`src/rtl/if_fetch.sv`:
```
// if_fetch -- instruction fetch stage between pc_reg and decode.
//
// Issues the current PC as an instruction-memory read whenever a credit is
// free (queued + in-flight < DEPTH). In-order responses are paired with the
// address recorded at issue time (tag FIFO) and buffered in a circular queue
// that feeds decode over a valid/ready handshake. A jump flushes the queue
// and schedules the still in-flight responses to be discarded.
//
// Optional feature: define FETCH_BYPASS_EN to present a response to decode
// in the cycle it arrives when the queue is empty (latency L instead of L+1).
//
// Ports:
//   clk, rst          clock, synchronous active-high reset
//   pc_i              current PC from pc_reg
//   jump_flag_i       taken jump/branch, flushes the stage this cycle
//   req_valid_o       instruction-memory read request
//   req_addr_o        request address (= pc_i)
//   req_ready_i       memory accepts the request
//   rsp_valid_i       read data valid (in request order, max one per cycle)
//   rsp_data_i        read data
//   fetch_stall_o     PC not consumed this cycle (hold for pc_reg)
//   inst_valid_o      queue head valid
//   inst_o            head instruction, NOP (0x00000013) when not valid
//   inst_addr_o       head instruction address, 0 when not valid
//   id_ready_i        decode accepts the head
module if_fetch #(
    parameter int DEPTH = 4  // power of two, 2..8
) (
    input  logic        clk,
    input  logic        rst,
    input  logic [31:0] pc_i,
    input  logic        jump_flag_i,
    output logic        req_valid_o,
    output logic [31:0] req_addr_o,
    input  logic        req_ready_i,
    input  logic        rsp_valid_i,
    input  logic [31:0] rsp_data_i,
    output logic        fetch_stall_o,
    output logic        inst_valid_o,
    output logic [31:0] inst_o,
    output logic [31:0] inst_addr_o,
    input  logic        id_ready_i
);
    localparam int          AW  = $clog2(DEPTH);
    localparam int          CW  = $clog2(DEPTH + 1);
    localparam logic [31:0] NOP = 32'h00000013;

    logic [CW-1:0] count;        // valid queue entries
    logic [CW-1:0] outstanding;  // accepted requests awaiting a response
    logic [CW-1:0] drop;         // responses to discard after a flush
    logic [AW-1:0] head, tail, tag_wr, tag_rd;
    logic [31:0]   tag_mem [DEPTH];
    logic [31:0]   q_addr  [DEPTH];
    logic [31:0]   q_inst  [DEPTH];

    logic          accept, rsp_ok, keep, byp, push, pop_q;
    logic [CW:0]   used;

    // Credit check uses registered counters only, so id_ready_i never
    // reaches req_valid_o combinationally.
    assign used          = {1'b0, count} + {1'b0, outstanding};
    assign req_valid_o   = !rst && !jump_flag_i && (used < (CW+1)'(DEPTH));
    assign req_addr_o    = pc_i;
    assign accept        = req_valid_o && req_ready_i;
    assign fetch_stall_o = !accept;

    // A response with nothing outstanding is a protocol error: ignored.
    assign rsp_ok = !rst && rsp_valid_i && (outstanding != '0);
    // Response that survives: not owed to an earlier flush, not in a flush cycle.
    assign keep   = rsp_ok && (drop == '0) && !jump_flag_i;

`ifdef FETCH_BYPASS_EN
    assign byp = keep && (count == '0);
`else
    assign byp = 1'b0;
`endif

    always_comb begin
        inst_valid_o = 1'b0;
        inst_o       = NOP;
        inst_addr_o  = '0;
        if (!rst && !jump_flag_i) begin
            if (count != '0) begin
                inst_valid_o = 1'b1;
                inst_o       = q_inst[head];
                inst_addr_o  = q_addr[head];
            end else if (byp) begin
                inst_valid_o = 1'b1;
                inst_o       = rsp_data_i;
                inst_addr_o  = tag_mem[tag_rd];
            end
        end
    end

    assign pop_q = inst_valid_o && id_ready_i && (count != '0);
    // A bypassed response consumed by decode never enters the queue.
    assign push  = keep && !(byp && id_ready_i);

    always_ff @(posedge clk) begin
        if (rst) begin
            count       <= '0;
            outstanding <= '0;
            drop        <= '0;
            head        <= '0;
            tail        <= '0;
            tag_wr      <= '0;
            tag_rd      <= '0;
            for (int i = 0; i < DEPTH; i++) begin
                tag_mem[i] <= '0;
                q_addr[i]  <= '0;
                q_inst[i]  <= NOP;
            end
        end else begin
            if (accept) begin
                tag_mem[tag_wr] <= pc_i;
                tag_wr          <= tag_wr + AW'(1);
            end
            // Every counted response pops its tag, dropped or not, so tags
            // stay aligned across flushes.
            if (rsp_ok)
                tag_rd <= tag_rd + AW'(1);
            if (push) begin
                q_addr[tail] <= tag_mem[tag_rd];
                q_inst[tail] <= rsp_data_i;
                tail         <= tail + AW'(1);
            end
            outstanding <= outstanding + CW'(accept) - CW'(rsp_ok);
            if (jump_flag_i) begin
                // No push or pop in a flush cycle; empty the queue in place.
                count <= '0;
                head  <= tail;
                drop  <= outstanding - CW'(rsp_ok);
            end else begin
                if (pop_q)
                    head <= head + AW'(1);
                count <= count + CW'(push) - CW'(pop_q);
                if (rsp_ok && (drop != '0))
                    drop <= drop - CW'(1);
            end
        end
    end
endmodule

```
`config.mk`:
```
export PLATFORM = sky130hd
export DESIGN_NAME = if_fetch
export DESIGN_NICKNAME = d
export VERILOG_FILES = /design/src/rtl/if_fetch.sv
export SDC_FILE = /design/constraint.sdc
export NUM_CORES = 1
export LEC_CHECK = 0
export ABC_AREA = 1
export CAP_MARGIN = 5
export CELL_PAD_IN_SITES_DETAIL_PLACEMENT = 1
export CELL_PAD_IN_SITES_GLOBAL_PLACEMENT = 1
export CORE_ASPECT_RATIO = 0.5
export CORE_MARGIN = 2
export CORE_UTILIZATION = 49
export CTS_CLUSTER_DIAMETER = 80
export DETAILED_ROUTE_END_ITERATION = 10
export GPL_TIMING_DRIVEN = 0
export PLACE_DENSITY_LB_ADDON = 0.1
export SETUP_SLACK_MARGIN = 0.02
export SYNTH_ARGS = -nofsm -noshare
export SYNTH_HDL_FRONTEND = slang
export SYNTH_SLANG_ARGS = --single-unit
```
`constraint.sdc`:
```
create_clock -name clk -period 6.07 [get_ports clk]
set_clock_uncertainty 0.05 [all_clocks]
set_input_delay 0.607 -clock clk [delete_from_list [all_inputs] [get_ports clk]]
set_output_delay 0.607 -clock clk [all_outputs]
set_load 0.02 [all_outputs]
```
Word level (Yosys, flattened, before mapping)
Memory sizes are Yosys's and may differ from the RTL's. A register that Yosys moved wholly into a read port is not among the register bits.
Index checks and enable logic that the tools add are counted.
Storage, ports and cells
  register bits after elaboration: 17
  bits in latches: 0
  bits in writable memories: 384
  bits in read-only memories: 0
  input port bits: 70
  logic and storage cells: 78
  memories kept: 3
Cells by class
  add/subtract/negate cells: 11
  multipliers: 0
  divide/modulo/power cells: 0
  $lt $le $gt $ge: 1
  equality and inequality tests: 0
  shift-type cells: 0
  multiplexer cells: 33
  bitwise operators: 0
  reduce and logical (&&, ||, !) cells: 23
Memory list
  q_addr: words 4, width 32, rd ports 1, clocked after Yosys merged registers in 1, wr ports 4, line 53  | logic [31:0] q_addr [DEPTH];
  q_inst: words 4, width 32, rd ports 1, clocked after Yosys merged registers in 1, wr ports 4, line 54  | logic [31:0] q_inst [DEPTH];
  tag_mem: words 4, width 32, rd ports 1, clocked after Yosys merged registers in 1, wr ports 4, line 52  | logic [31:0] tag_mem [DEPTH];
Operators with widths (number)
  2-to-1 mux 32 bit: 7
  OR reduction 32 bit: 3
  2-to-1 mux 2 bit: 11
  2-to-1 mux 1 bit: 13
  logical AND 1 bit: 10
  nonzero test 3 bit: 3
  subtractor 3 x 1 -> 3 bit: 3
  adder 2 x 1 -> 2 bit, second input constant: 4
  adder 3 x 1 -> 3 bit: 2
  2-to-1 mux 3 bit: 2
  adder 3 x 3 -> 4 bit: 1
  < comparator 4 x 3 -> 1 bit, second input constant: 1
  nonzero test 2 bit: 2
  zero test 1 bit: 3
  zero test 3 bit: 1
  subtractor 3 x 1 -> 3 bit, second input constant: 1
  OR reduction 2 bit: 1

Longest topological paths before layout
  depth after elaboration: 10
  gate-level depth with buffers: 14

Least setup slack after synthesis
Ideal clock, no wire load.
  path kind: in2reg
  from: in jump_flag_i
  to: mem tag_mem[3][0], enable pin
  arrival time: 3.728 ns
  path slack: 1.827 ns
  stages on the path: 6
  cell sequence: buf_4 > nor2_8 > nand2_2 > nor2_4 > nand3_1 > o21ai_0
RTL lines
  start, declared: line 32  | input logic jump_flag_i,
  end, declared: line 52

Worst setup path after layout
  from: in rst
  to: out inst_addr_o[21]
Between the ends
  longest elaborated chain between the ends: 3
Ends and longest elaborated chain
  start, declared: line 30  | input logic rst,
  zero test 1 bit: line 82  | if (!rst && !jump_flag_i) begin
  logical AND 1 bit: line 82
  2-to-1 mux 32 bit: line 82
  end, declared: line 41  | output logic [31:0] inst_addr_o,
Every way passes these cells.

==> qor.yml <==
startpoint_type: "input pin"
path_clk_slew_ns: 0.07
swShare: 0.264
rrSetupSlack_ns: 3.04
cts_buffers: 37
yosys.area_share.simple: 0.174
fp.coreArea_mm2: 0.0363
syn-num-nets: 1905
ys_ff_latch: 405
hpwl_um: 36600
max_stage_delay_ns: 0.68
grt_pass1_vias: 15087
regArea_mm2: 0.0120
synth_compound_area_frac: 0.0864
die-area_mm2: 0.0389
fillers: 3982
criticalPathCategory: "input pin to primary output"
final-hold-violation-count: 0
antenna_cells: 0
antenna_found_initial: 0
cts-root-buf: "clkbuf_16"
p_int_mw: 4.81
yosys_warnings: 0
synthCells: 1823
fin_crit_sh: 0.686
power.leakage_nw: 8.62
finalNetCount: 2115
numPortBuffers: 166
drive_gt1_frac: 0.0747
path_buf_inv: 3
final_util: 0.604
endpoint_kind: "primary output"
routed_wl_um: 55200
ant_nets: 0
layout_setup_ws_ns: 1.91
power_density_mw_per_mm2: 298
slew_headroom: 0.245
worstPathArrival_ns: 3.51
vias: 13985
ys_seq_area_frac: 0.654
rows: 49
synthMuxAreaShare: 0.000548
tightest_slew_ns: 1.13
maxCapViolCount: 0
comb_power_share: 0.133
fin_area_mm2: 0.0219
synth_top_family_by_area: "simple AND/OR/NAND/NOR gates"
synth_cell_types: 33
cp_cell_sequence: "clkdlybuf4s50_1 -> nor2_8 -> nand2_1 -> clkbuf_1 -> a21oi_1 -> clkdlybuf4s50_1"
cts_tree: "done"
chipHeight_um: 141
power.net_switching_mw: 1.72
syn_area_mm2: 0.0183
post-place-ws_ns: 1.97
via_per_inst: 5.50
grtUsageTotal: 0.285
routabilityCongestion: 0.817
boundaryPins: 169
cts_max_level: 2
grt_pass1_wl_um: 84200
crit_top_cell: "clkdlybuf4s50_1"
area_growth_pct: 20.0
synth-adder-area-share: 0.00904
clock_power_share: 0.368
crit_required_ns: 5.41
syn_avg_cell_area_um2: 10.0
status: "finished clean"
clk_latency_ns: 0.54
drc_errors: 0
clockBufferDepth: 3
postCtsSetupBuffers: 0
irDropWorstVdd_mv: 0.167
clock.fmax_ghz: 0.240
overflow: 0
multi_input_area_mm2: 0.00500
synth_xor_area_frac: 0.00144
p_seq_frac: 0.499
holdWs_ns: 0.463
dpl_cell_area_mm2: 0.0207
initial_core_util: 0.503
grt_max_degree: 51
critPathSlowestCell: "clkdlybuf4s50_1"
fin_setup_tns_ns: 0
setup_viol: 0
crit_path_max_fanout: 10
hold_buffers: 0
rsz0062_at_grt: "no"
avgRoutedWirePerCell_um: 21.7
slew_viol_final: 0
crit_family: "buffers and inverters"
cts-resized-gates: 0
die_x_um: 277
drtPass1Iterations: 5
hold_path_class: "flip-flop to flip-flop"
fin_crit_ns: 4.16
drtIter0Drc: 1049
cts_sinks: 405
cell families (layout without fill, tap and decap cells):
kind of cell,after synthesis,after routing
buf+inv,296,534
simple gates,805,805
fa+ha+maj,12,12
compound gates,301,301
xor+xnor,3,3
flops,405,405
mux,1,1
stage by stage:
step,power [mW],instances
floorplan,3.79,1823
global placement,4.13,2473
detailed placement,4.17,2478
CTS,6.54,2545
global route,6.74,2545
finish,6.53,2545
path summary, 6_finish.rpt:
check | start | to | cells after the start
setup / recovery | rst | inst_addr_o[21] | 6
hold reg to reg | head[1] | head[1] | 2
hold / removal | head[1] | head[1] | 2
setup reg to reg | count[1] | outstanding[2] | 14
state kept, by name, summed over array words and instances, names as in the netlist, named ones only:
name and cells:
tag_mem 128, tag_wr 2, q_inst 128, tag_rd 2
count 3, head 2, q_addr 128, drop 3
tail 2, outstanding 3
metal layers:
| metal | GRT usage | wire length, um | vias to the layer above |
|---|---|---|---|
| met1 | 0.354 | 22600 | 6979 |
| met5 | 0 | 0 | - |
| met4 | 0.0852 | 1460 | 0 |
| li1 | - | - | 6416 |
| met3 | 0.0557 | 3750 | 122 |
| met2 | 0.508 | 27400 | 468 |
power by group through the flow:
stage	Clock [mW]	Combinational, mW	Sequential [mW]
2_1_floorplan	0	0.486	3.30
3_3_place_gp	0	0.809	3.32
3_5_place_dp	0	0.856	3.32
4_1_cts	2.42	0.867	3.26
5_1_grt	2.52	0.949	3.27
6_report	2.40	0.871	3.26
final cells by class:
class,count,area share
well taps,484,0.0276
plain buffers,139,0.0353
inverters,157,0.0269
multi-input cells,1122,0.228
clock inverters,20,0.00907
flip-flops and latches,405,0.545
repair buffers,171,0.0821
clock buffers,47,0.0459
Yosys cell counts:
cell        n  share of area
nor3_1      6         0.0016
o22a_1     15         0.0072
buf_1      17         0.0035
nand3_2     1        0.00055
ha_1       10         0.0068
buf_2      22         0.0060
buf_6      10         0.0062
xor2_1      1        0.00048
nand2_2     2        0.00068
o21ai_1     1        0.00027
nand2_1   101          0.021
nor2_8      1         0.0011
nor2_2      1        0.00034
o211ai_1    6         0.0025
inv_2       3        0.00062
inv_1     152          0.031
edfxtp_1  384           0.63
nor3b_1     1        0.00041
mux2i_1     1        0.00055
o21ai_0   196          0.054
or2_2       6         0.0021
clkbuf_1   50          0.010
nor2_4      1        0.00062
dfxtp_1    21          0.023
xnor2_1     2        0.00096
nand4_4     3         0.0035
a21oi_1    83          0.023
nor2_1    663           0.14
nand3_1    17         0.0047
nand2_4     2         0.0012
buf_4      40          0.016
clkinv_1    2        0.00041
fa_1        2         0.0022
placed cells by master (no fill, tap or decap), types with 2 or more instances in the layout:
cell type / n
o211ai_1: 6
clkinvlp_4: 3
clkdlybuf4s50_1: 166
clkbuf_1: 58
buf_1: 17
clkinv_2: 2
nand2_2: 5
dfxtp_1: 21
bufinv_16: 4
or2_2: 6
nand4_4: 3
nor2_1: 663
nor3_1: 6
nand3_1: 17
ha_1: 10
o21ai_0: 195
a21oi_1: 83
fa_1: 2
inv_2: 3
inv_1: 152
buf_16: 5
xnor2_1: 2
buf_2: 22
o22a_1: 15
nand2_4: 6
clkinv_1: 12
buf_6: 10
nand2_1: 94
buf_4: 40
edfxtp_1: 384
clkbuf_16: 39
worst register-to-register path: cells and delay by family (launching register included):
kind,cells,cell delay [ns]
AND/OR/NAND/NOR,4,0.63
AO/OA/AOI/OAI,2,0.21
flip-flops,1,0.46
adder cells (fa/ha/maj),4,1.13
buffers and inverters,4,0.48
No activity file was read; power rests on OpenSTA's default activity.
